===== config.mk =====
export PLATFORM = sky130hd
export DESIGN_NAME = nrzi_dec
export DESIGN_NICKNAME = d
export VERILOG_FILES = /design/src/rtl/nrzi_dec.sv
export SDC_FILE = /design/constraint.sdc
export NUM_CORES = 1
export LEC_CHECK = 0
export BUFFER_PORTS_ARGS = -buffer_cell sky130_fd_sc_hd__clkbuf_2
export CAP_MARGIN = 10
export CORE_AREA = 2 2 49 51
export DETAILED_ROUTE_END_ITERATION = 8
export DIE_AREA = 0 0 51 53
export GPL_ROUTABILITY_DRIVEN = 1
export PLACE_DENSITY = 0.73
export SKIP_CTS_REPAIR_TIMING = 1
export SYNTH_ARGS = -nofsm -noshare
export SYNTH_HDL_FRONTEND = slang
export SYNTH_SLANG_ARGS = --single-unit

===== constraint.sdc =====
create_clock -name clk -period 1.8 [get_ports clk]
set_input_delay 0.36 -clock clk [delete_from_list [all_inputs] [get_ports clk]]
set_output_delay 0.36 -clock clk [all_outputs]
set_load 0.01 [all_outputs]

===== src/rtl/nrzi_dec.sv =====
// NRZI line decoder with SYNC detection, bit unstuffing and per-packet bit count.
// All outputs are registered one clk after the line sample that produced them.
module nrzi_dec (
  input  logic       clk,
  input  logic       rst_b,
  input  logic       bstr_in,
  input  logic       bstr_in_ready,
  output logic       bstr_out,
  output logic       bstr_out_ready,
  output logic       sync_found,
  output logic       stuff_err,
  output logic       pkt_end,
  output logic [6:0] bit_cnt
);

  localparam int unsigned CNT_W       = 7;
  localparam int unsigned ZC_W        = 4;
  localparam int unsigned OC_W        = 3;
  localparam int unsigned SYNC_ZEROS  = 7;
  localparam int unsigned ZERO_LIMIT  = 8;
  localparam int unsigned ONES_LIMIT  = 6;
  localparam int unsigned BIT_CNT_MAX = 127;

  typedef enum logic [1:0] {
    IDLE = 2'd0,
    SYNC = 2'd1,
    DATA = 2'd2,
    ERR  = 2'd3
  } state_t;

  state_t            r_state;
  logic              r_prev_level;
  logic [ZC_W-1:0]   r_zero_cnt;
  logic [OC_W-1:0]   r_ones_cnt;
  logic [CNT_W-1:0]  r_bit_cnt;
  logic              r_bstr_out;
  logic              r_bstr_out_ready;
  logic              r_sync_found;
  logic              r_stuff_err;
  logic              r_pkt_end;
  logic              w_dec;
  logic [ZC_W-1:0]   w_zero_inc;

  // No level change on the line decodes as 1.
  assign w_dec      = (bstr_in == r_prev_level);
  assign w_zero_inc = r_zero_cnt + ZC_W'(1);

  always_ff @(posedge clk or negedge rst_b) begin
    if (!rst_b) begin
      r_state          <= IDLE;
      r_prev_level     <= 1'b1;
      r_zero_cnt       <= '0;
      r_ones_cnt       <= '0;
      r_bit_cnt        <= '0;
      r_bstr_out       <= 1'b0;
      r_bstr_out_ready <= 1'b0;
      r_sync_found     <= 1'b0;
      r_stuff_err      <= 1'b0;
      r_pkt_end        <= 1'b0;
    end else begin
      r_bstr_out       <= 1'b0;
      r_bstr_out_ready <= 1'b0;
      r_sync_found     <= 1'b0;
      r_stuff_err      <= 1'b0;
      r_pkt_end        <= 1'b0;

      if (!bstr_in_ready) begin
        // Line idle: restore the J-state reference and end any open packet.
        r_state      <= IDLE;
        r_prev_level <= 1'b1;
        r_zero_cnt   <= '0;
        r_ones_cnt   <= '0;
        if (r_state == DATA) begin
          r_pkt_end <= 1'b1;
        end
      end else begin
        r_prev_level <= bstr_in;
        case (r_state)
          IDLE: begin
            if (!w_dec) begin
              r_state    <= SYNC;
              r_zero_cnt <= ZC_W'(1);
            end
          end

          SYNC: begin
            if (!w_dec) begin
              r_zero_cnt <= w_zero_inc;
              if (w_zero_inc == ZC_W'(ZERO_LIMIT)) begin
                r_state <= ERR;
              end
            end else if (r_zero_cnt == ZC_W'(SYNC_ZEROS)) begin
              r_state      <= DATA;
              r_sync_found <= 1'b1;
              r_ones_cnt   <= OC_W'(1);
              r_bit_cnt    <= '0;
            end else begin
              r_state <= ERR;
            end
          end

          DATA: begin
            if (r_ones_cnt == OC_W'(ONES_LIMIT)) begin
              // A zero after six ones is a stuffed bit; a seventh one is illegal.
              if (w_dec) begin
                r_stuff_err <= 1'b1;
                r_state     <= ERR;
              end else begin
                r_ones_cnt <= '0;
              end
            end else begin
              r_bstr_out       <= w_dec;
              r_bstr_out_ready <= 1'b1;
              if (r_bit_cnt != CNT_W'(BIT_CNT_MAX)) begin
                r_bit_cnt <= r_bit_cnt + CNT_W'(1);
              end
              if (w_dec) begin
                r_ones_cnt <= r_ones_cnt + OC_W'(1);
              end else begin
                r_ones_cnt <= '0;
              end
            end
          end

          ERR: begin
            r_state <= ERR;
          end

          default: begin
            r_state <= IDLE;
          end
        endcase
      end
    end
  end

  assign bstr_out       = r_bstr_out;
  assign bstr_out_ready = r_bstr_out_ready;
  assign sync_found     = r_sync_found;
  assign stuff_err      = r_stuff_err;
  assign pkt_end        = r_pkt_end;
  assign bit_cnt        = r_bit_cnt;

endmodule


==> metrics.yaml <==
place:
  io_buffers: 15
  gp_congestion: 0.8074
  placed_cells: 163
  place_hpwl_um: 1714
  preCtsSetupSlack_ns: -0.004829
worst_setup_path:
  crit_slowest_cell: "or4_1"
  critPathArrivalTime_ns: 1.92
  r2r_setup_slack_ns: 0.11
  regToRegStartpoint: "r_ones_cnt[0]"
  cp_slowest_stage_delay_ns: 0.52
  r2r_cells: 6
  critPathKind: "register to register"
  path_cells: "inv_1, ha_1, nand2_2, nand4_4, or4_1, a21oi_1"
  worstPathRequired_ns: 2.03
  crit_path_end_kind: "register"
  cp-start-kind: "register"
  cp_max_fo: 5
  reg2reg_to: "bit_cnt[5]"
global_routing:
  first_global_vias: 894
  grt.total_usage_pct: 18.91
  grt_pass1_wl_um: 3760
  grt_overflow: 0
  antenna_found_initial: 0
  grt_max_degree: 23
route:
  wl_per_cell_um: 13.57
  routed-via-count: 924
  post-route-drc-count: 0
  ant_nets: 0
  drt_iter0_markers: 18
  drt_pass1_iterations: 4
  vias_per_cell: 5.533
  drt-total-wl_um: 2267
yosys:
  yosysTopAreaCellShare_pct: 46.46
  synth_top_family_by_area: "simple AND/OR/NAND/NOR gates"
  syn-num-nets: 124
  synth_commonest_cells: "dfrtp_1, inv_1, nand2_1, nor2_1, o21ai_0"
  synth-simple-area-share_pct: 20.13
  yosysWarnings: 0
  synthDistinctLibCells: 41
  post-synth-top-count-cell: "dfrtp_1"
  ys_ff_latch: 22
  async_flop_share_pct: 100.0
  postSynthAreaPerCell_sq_um: 9.751
  synth_compound_area_share_pct: 17.70
  synth_top_area_cell: "dfrtp_1"
  syn_inst: 116
  synth_area_sq_um: 1131
  synthTopCellsByArea: "dfrtp_1, ha_1, inv_1, nand2_1, o21ai_0"
  synthXorXnorAreaFrac_pct: 1.549
  synthMuxAreaShare_pct: 1.881
  synth_flop_cell: "dfrtp_1"
  synthAdderAreaFrac_pct: 4.425
  synth-seq-area-share_pct: 48.78
  synth_edf_count: 0
cells_and_area:
  fin_cells: 167
  syn2layout_area_growth_pct: 15.38
  fin_util_pct: 60.75
  antennaDiodeCount: 0
  layout.nets: 148
  drive_gt1_share_pct: 23.02
worst_hold_path:
  hold_path_class: "primary input to asynchronous set/reset pin"
power:
  share_seq_of_total_power_pct: 57.3
  p_leak_nw: 0.6158
  p_switching_mw: 0.2824
  vdd_ir_drop_max_mv: 0.4533
  power_switching_share_pct: 28.99
  p_clk_share_pct: 23.5
  pwr-share-comb_pct: 19.2
  powerDensity_nw_per_um2: 746.6
  p_int_mw: 0.6919
floorplan:
  rows: 17
  die_w_um: 51
  core_area_sq_um: 2148
  start_util_pct: 52.65
  die_y_um: 53
  die-area_sq_um: 2703
  ios: 16
timing:
  tightest_slew_ns: 0.5390
  finalWorstSetupSlack_ns: 0.1085
  min_period_ns: 1.692
  fin_worst_skew_ns: 0.01602
  rsz0062_at_grt: "no"
  drv_slew: 0
  fmax_mhz: 591.2
  final.hold.worst_slack_ns: 0.007575
  hold_viol_final: 0
  fin_crit_sh_pct: 93.97
  setup_violations: 0
  finalSetupTns_ns: 0
  max_slew_margin_pct: 63.81
clocking:
  clk-insertion-delay-late_ns: 0.31
  clock-sinks: 22
  cts_tree: "yes"
  clock_path_buffers: 2
  numCtsBuffers: 3
  path_clk_slew_ns: 0.13
  h-tree-depth: 1
  clockRootBuffer: "clkbuf_4"
run:
  drv_cap: 0
run_status:
  outcome: "finished, final reports clean"
==> layout make-up <==
type | count | area, sq um
Tap cell | 28 | 35.03
Fill cell | 198 | 843.3
Sequential cell | 22 | 551.8
Clock buffer | 4 | 26.28
Multi-Input combinational cell | 80 | 519.2
Inverter | 10 | 37.54
Timing Repair Buffer | 23 | 135.1
==> per-layer routing <==
layer / up-vias / GRT usage [%] / share of wire, %
met5: - / 0 / 0
met4: 0 / 11.71 / 0.75
met3: 2 / 2.542 / 3.5
met2: 25 / 32.03 / 49
met1: 434 / 22.74 / 46
li1: 463 / - / -
==> through the flow <==
stage          instance area, sq um  power, mW
3_5_place_dp                   1276     0.7562
6_report                       1305     0.9743
3_3_place_gp                   1276     0.7470
4_1_cts                        1303     0.9856
2_1_floorplan                  1131     0.6760
5_1_grt                        1305      1.027
==> cells in the final DEF, fill, tap and decap left out, types with 2 or more instances in the layout <==
cell,netlist,final
a21boi_0,2,2
a21oi_1,6,6
a31oi_1,3,3
buf_4,0,8
clkbuf_2,1,15
clkbuf_4,0,3
dfrtp_1,21,21
ha_1,4,4
inv_1,10,10
nand2_1,10,9
nand3_1,6,6
nand4_1,2,2
nor2_1,8,8
nor3_1,3,3
nor4_1,2,2
o21a_1,3,3
o21ai_0,7,7
o22ai_1,2,2
xnor2_1,2,2
==> worst max-delay path by stage <==
stage                        from            end  slack (ns)  cells past startpoint
CTS                 r_ones_cnt[0]  r_ones_cnt[2]      -0.001                      6
global route        r_ones_cnt[0]     bit_cnt[5]       0.005                      6
floorplan              bit_cnt[0]     bit_cnt[5]        0.16                      5
detailed placement  r_ones_cnt[0]  r_ones_cnt[2]      -0.005                      6
finish              r_ones_cnt[0]     bit_cnt[5]        0.11                      6
global placement    r_ones_cnt[0]     bit_cnt[5]        0.12                      6
==> cell families after synthesis <==
logic type / Yosys count
multiplexers: 2
adder cells (fa/ha/maj): 4
AO/OA/AOI/OAI: 31
flip-flops: 22
buffers and inverters: 14
AND/OR/NAND/NOR: 41
XOR/XNOR: 2
==> power by group through the flow <==
stage	clock network [mW]	registers (mW)	logic, mW
6_report	0.229	0.558	0.187
5_1_grt	0.252	0.566	0.209
4_1_cts	0.238	0.559	0.188
3_5_place_dp	0	0.568	0.188
3_3_place_gp	0	0.566	0.181
2_1_floorplan	0	0.576	0.100
==> sequential cells by signal, summed over array words and instances, names as in the netlist <==
name / flops
bstr_out: 1
sync_found: 1
r_zero_cnt: 4
r_ones_cnt: 3
pkt_end: 1
bstr_out_ready: 1
stuff_err: 1
bit_cnt: 7
r_state: 2
r_prev_level: 1
==> worst max-delay path, delay by kind of cell (launching register included) <==
kind	cells	cell delay (ns)
AND/OR/NAND/NOR	3	0.79
flip-flops	1	0.38
adder cells (fa/ha/maj)	1	0.23
AO/OA/AOI/OAI	1	0.15
buffers and inverters	1	0.08
No activity file was read; power rests on OpenSTA's default activity.
